### config.mk
export PLATFORM = sky130hd
export DESIGN_NAME = traffic_input_conditioner
export DESIGN_NICKNAME = d
export VERILOG_FILES = /design/src/rtl/traffic_input_conditioner.sv
export SDC_FILE = /design/constraint.sdc
export NUM_CORES = 1
export LEC_CHECK = 0
export ABC_AREA = 1
export ABC_CLOCK_PERIOD_IN_PS = 4000
export CORE_ASPECT_RATIO = 1.25
export CORE_MARGIN = 10
export CORE_UTILIZATION = 50
export DETAILED_ROUTE_END_ITERATION = 8
export GPL_ROUTABILITY_DRIVEN = 1
export GPL_TIMING_DRIVEN = 0
export PLACE_DENSITY = 0.73
export SYNTH_ARGS = -nofsm -noshare
export SYNTH_HDL_FRONTEND = slang
export SYNTH_SLANG_ARGS = --single-unit
### constraint.sdc
create_clock -name clk -period 4 [get_ports clk]
set_input_delay 1.2 -clock clk [delete_from_list [all_inputs] [get_ports clk]]
set_output_delay 1.2 -clock clk [all_outputs]
set_load 0.02 [all_outputs]
### src/rtl/traffic_input_conditioner.sv
// Input front end for the intersection light controller: two-flop
// synchronisers and debouncers for the two vehicle sensors and the
// active-low pedestrian button, a sticky pedestrian request, and a
// restartable 1-second timebase with a saturating seconds count.
module traffic_input_conditioner #(
  parameter int CLK_DIV         = 25000000,
  parameter int DEBOUNCE_CYCLES = 250000,
  parameter int SEC_W           = 8
) (
  input  logic             clk,
  input  logic             reset,
  input  logic             la_rue_raw,
  input  logic             orchard_raw,
  input  logic             ped_button_n,
  input  logic             ped_clear,
  input  logic             tick_restart,
  output logic             la_rue_sensor,
  output logic             orchard_sensor,
  output logic             ped_press,
  output logic             ped_request,
  output logic             sec_tick,
  output logic [SEC_W-1:0] sec_count
);

  localparam int CNT_W = $clog2(DEBOUNCE_CYCLES + 1);
  localparam int DIV_W = $clog2(CLK_DIV);
  localparam logic [CNT_W-1:0] CNT_LAST = CNT_W'(DEBOUNCE_CYCLES - 1);
  localparam logic [DIV_W-1:0] DIV_LAST = DIV_W'(CLK_DIV - 1);
  // Channel order {button_n, orchard, la_rue}; the button idles high (released).
  localparam logic [2:0] CH_IDLE = 3'b100;
  localparam int BTN = 2;

  logic [2:0]       raw;
  logic [2:0]       sync_p0;
  logic [2:0]       sync_p1;
  logic [2:0]       stable_p2;
  logic [CNT_W-1:0] db_cnt [3];
  logic [2:0]       flip;
  logic             press_evt;
  logic [DIV_W-1:0] div_cnt;
  logic             div_wrap;

  function automatic logic [SEC_W-1:0] sat_inc(input logic [SEC_W-1:0] v);
    return (v == {SEC_W{1'b1}}) ? v : v + SEC_W'(1);
  endfunction

  assign raw = {ped_button_n, orchard_raw, la_rue_raw};

  // Stage p0/p1: two-flop synchroniser, no logic between the stages.
  always_ff @(posedge clk) begin
    if (reset) begin
      sync_p0 <= CH_IDLE;
      sync_p1 <= CH_IDLE;
    end else begin
      sync_p0 <= raw;
      sync_p1 <= sync_p0;
    end
  end

  // A channel flips once the synced value has differed for DEBOUNCE_CYCLES edges.
  always_comb begin
    flip = '0;
    for (int c = 0; c < 3; c++) begin
      flip[c] = (sync_p1[c] != stable_p2[c]) && (db_cnt[c] == CNT_LAST);
    end
  end

  // Released (1) -> pressed (0) on the debounced button.
  assign press_evt = flip[BTN] & stable_p2[BTN];

  // Stage p2: debounce counters and stable values; any agreement restarts the count.
  always_ff @(posedge clk) begin
    if (reset) begin
      stable_p2 <= CH_IDLE;
      for (int c = 0; c < 3; c++) begin
        db_cnt[c] <= '0;
      end
    end else begin
      for (int c = 0; c < 3; c++) begin
        if ((sync_p1[c] == stable_p2[c]) || flip[c]) begin
          db_cnt[c] <= '0;
        end else begin
          db_cnt[c] <= db_cnt[c] + CNT_W'(1);
        end
      end
      stable_p2 <= stable_p2 ^ flip;
    end
  end

  assign la_rue_sensor  = stable_p2[0];
  assign orchard_sensor = stable_p2[1];

  // Press pulse and sticky request; a press coinciding with a clear wins.
  always_ff @(posedge clk) begin
    if (reset) begin
      ped_press   <= 1'b0;
      ped_request <= 1'b0;
    end else begin
      ped_press   <= press_evt;
      ped_request <= press_evt | (ped_request & ~ped_clear);
    end
  end

  assign div_wrap = (div_cnt == DIV_LAST);

  // Timebase: restart dominates a coincident wrap and suppresses its tick.
  always_ff @(posedge clk) begin
    if (reset) begin
      div_cnt   <= '0;
      sec_tick  <= 1'b0;
      sec_count <= '0;
    end else if (tick_restart) begin
      div_cnt   <= '0;
      sec_tick  <= 1'b0;
      sec_count <= '0;
    end else if (div_wrap) begin
      div_cnt   <= '0;
      sec_tick  <= 1'b1;
      sec_count <= sat_inc(sec_count);
    end else begin
      div_cnt   <= div_cnt + DIV_W'(1);
      sec_tick  <= 1'b0;
    end
  end

endmodule

==> results.md <==
- Avg Vias per Cell: 5.14
- Unique masters post-synth: 40
- Most frequent cell after synthesis: nand2_1
- Slowest stage cell, crit path: clkdlybuf4s50_1
- Die width: 115 um
- Clk sinks: 99
- Synth Instances: 724
- Synth top area share: 28.8%
- Setup crit end kind: output pin
- Clock transition at the registers of the reported paths: 0.07 ns
- Crit path cell chain: clkdlybuf4s50_1
- Initial Utilization: 50.8%
- CTS resizes: 0
- Min-delay src: sync_p0[2]
- Drt drc: 0
- Inserted Clock Buffers: 9
- Leak Pwr: 2.39 nW
- Clock power share: 44.0%
- Maximum level of the CTS H-tree: 3
- Dominant cell type by area after synthesis: edfxtp_1
- # Max-Cap Violations: 0
- Share of layout cells above drive strength 1: 9.37%
- Routability cong.: 0.863
- Detailed Place HPWL: 8.90 mm
- Period utilization: 66.0%
- Sequential power share: 52.0%
- Num ports: 20
- Synth cell count leaders: 170 x nand2_1, 107 x nor2_1, 81 x inv_1
- Area contributors post-synth: edfxtp_1 29%, dfxtp_1 16%, nand2_1 11%
- Final min period: 2.64 ns
- Cell Pwr Density: 332 nW/um2
- Arrival time worst endpoint: 1.44 ns
- Postcts setup bufs: 0
- Synth Register Bits: 99
- Combinational Power Share: 4.0%
- Fmax: 0.379 GHz
- Multi-input logic area: 2910 um2
- Total power: 2.16 mW
- Hold_buf cts: 0
- Detailed Route WL: 11.7 mm
- Overflow after GRT: 0
- EDFF count, synth: 54
- TritonCTS clock tree: built
- Cell count of the worst hold path: 1
- FP Rows: 43
- Largest net degree at the start of global routing: 18
- Crit-path max cell delay: 0.66 ns
- Initial antenna violation count: 0
- Top Family by Delay on Critical Path: buffers and inverters
- Die Ht: 139 um
- Ys Warns: 0
- Vias in the first global route: 4721
- Final Skew: 0.0116 ns
- Syn avg cell area: 7.78 um2
- Endpoints failing setup: 0
- Antenna-violating nets left: 0
- Worst-path fanout max: 5
- Register Area: 2520 um2
- Ant. Diodes: 0
- GRT Total Usage: 15.1%
- Worst R2R Path Depth: 7
- Hold Crit Class: reg2reg
- Asr flop ratio synth: 0%
- Nets@finish: 818
- DRT Pass-1 Iters: 5
- DRT iter0 DRCs: 302
- Cell Area, Placed: 6180 um2
- First-pass GRT wire length: 20.3 mm
- IO buf count: 18
- Final Core Density: 58.7%
- Full die area: 15900 um2
- Sw Ratio: 22.3%
- Fill count: 1013
- Area added between synthesis and finish: 15.5%
- Setup tns final: 0 ns
- Routed len/inst: 12.4 um
- Status: completed
- Clk buf depth: 2
- Worst setup startpoint: sec_count[4]
- Via count: 4862
- Clk_lat worst skew: 0.35 ns
- Crit Path Class: reg2out
- Reg2reg start: db_cnt[2][0]
- Core Footprint: 11100 um2
- Unrepaired setup endpoints after global routing: false
- CTS Root Cell: clkbuf_16
- Final hold vios: 0
- Worst vdd ir: 0.000252 V
- Final Max Tran Viols: 0
- Setup crit start kind: flip-flop
- Worst endpoint required time: 2.80 ns
- Buf/Inv on CP: 1
- Internal power: 1.68 mW
- Design area: 6500 um2
- Top_reg_cell synth: edfxtp_1
- Stages on worst setup path: 1
- P_sw: 0.481 mW
- Register area share after synthesis: 44.8%
- Syn Std Cell Area: 5630 um2
==> cell families (layout without fill, tap and decap cells) <==
group	Yosys count	count (layout)	synth area share [%]
flops	99	99	44.8
simple gates	432	432	36.3
compound gates	66	66	6.71
xor+xnor	25	25	3.89
other cells	1	54	0.0666
buf+inv	96	130	7.11
fa+ha+maj	5	5	1.11
==> stage by stage <==
step	std cells	setup slack, ns	hold WS [ns]
floorplan	777	1.79	0.388
global placement	930	1.53	0.395
detailed placement	930	1.52	0.394
CTS	946	1.36	0.409
global route	946	1.32	0.435
finish	946	1.36	0.409
==> worst reg2reg max path, delay by kind of cell (launching register included) <==
family / cells / cell delay [ns]
adder cells (fa/ha/maj): 1 / 0.23
buffers and inverters: 2 / 0.35
flip-flops: 1 / 0.49
AND/OR/NAND/NOR: 4 / 0.78
==> sequential cells by signal, summed over array words and instances (netlist names), named ones only <==
signal       count
sync_p0          3
db_cnt          54
sec_tick         1
div_cnt         25
ped_request      1
sync_p1          3
ped_press        1
sec_count        8
==> placed cells by master (no fill, tap or decap), types with 10 or more instances in the layout <==
| cell type | n |
|---|---|
| clkdlybuf4s50_1 | 18 |
| nor3_1 | 27 |
| nand3_1 | 49 |
| inv_1 | 81 |
| a21oi_1 | 42 |
| xnor2_1 | 11 |
| o21ai_0 | 10 |
| nand4_1 | 29 |
| xor2_1 | 14 |
| nand2_1 | 170 |
| conb_1 | 54 |
| dfxtp_1 | 45 |
| nor2_1 | 107 |
| edfxtp_1 | 54 |
==> cell type report <==
cell class              count  share of cell area, %
clock inverters             7                   1.54
repair buffers             18                   2.77
multi-input cells         582                   44.7
flip-flops and latches     99                   38.8
plain buffers               8                   1.08
clock buffers               9                   3.46
inverters                  88                   5.08
well taps                 135                   2.60
==> metal layers <==
layer | track usage, % | vias up | share of wire (%)
met3 | 3.59 | 24 | 4.4
met2 | 25.0 | 105 | 49
met1 | 17.7 | 2223 | 44
met5 | 0 | - | 0
li1 | - | 2510 | -
met4 | 6.92 | 0 | 2.3
==> final timing paths <==
| path | endpoint | slack [ns] |
|---|---|---|
| hold reg to reg | sync_p1[2] | 0.41 |
| setup reg to reg | db_cnt[2][2] | 1.91 |
| setup / recovery | sec_count[4] | 1.36 |
| hold / removal | sync_p1[2] | 0.41 |
==> power groups by stage <==
stage	sequential, mW	clock, mW	combinational, mW
floorplan	1.14	0	0.0652
detailed placement	1.15	0	0.0837
global route	1.13	1.01	0.0994
global placement	1.14	0	0.0819
finish	1.12	0.951	0.0857
CTS	1.12	0.971	0.0845
Power figures use the tool's default switching activity.
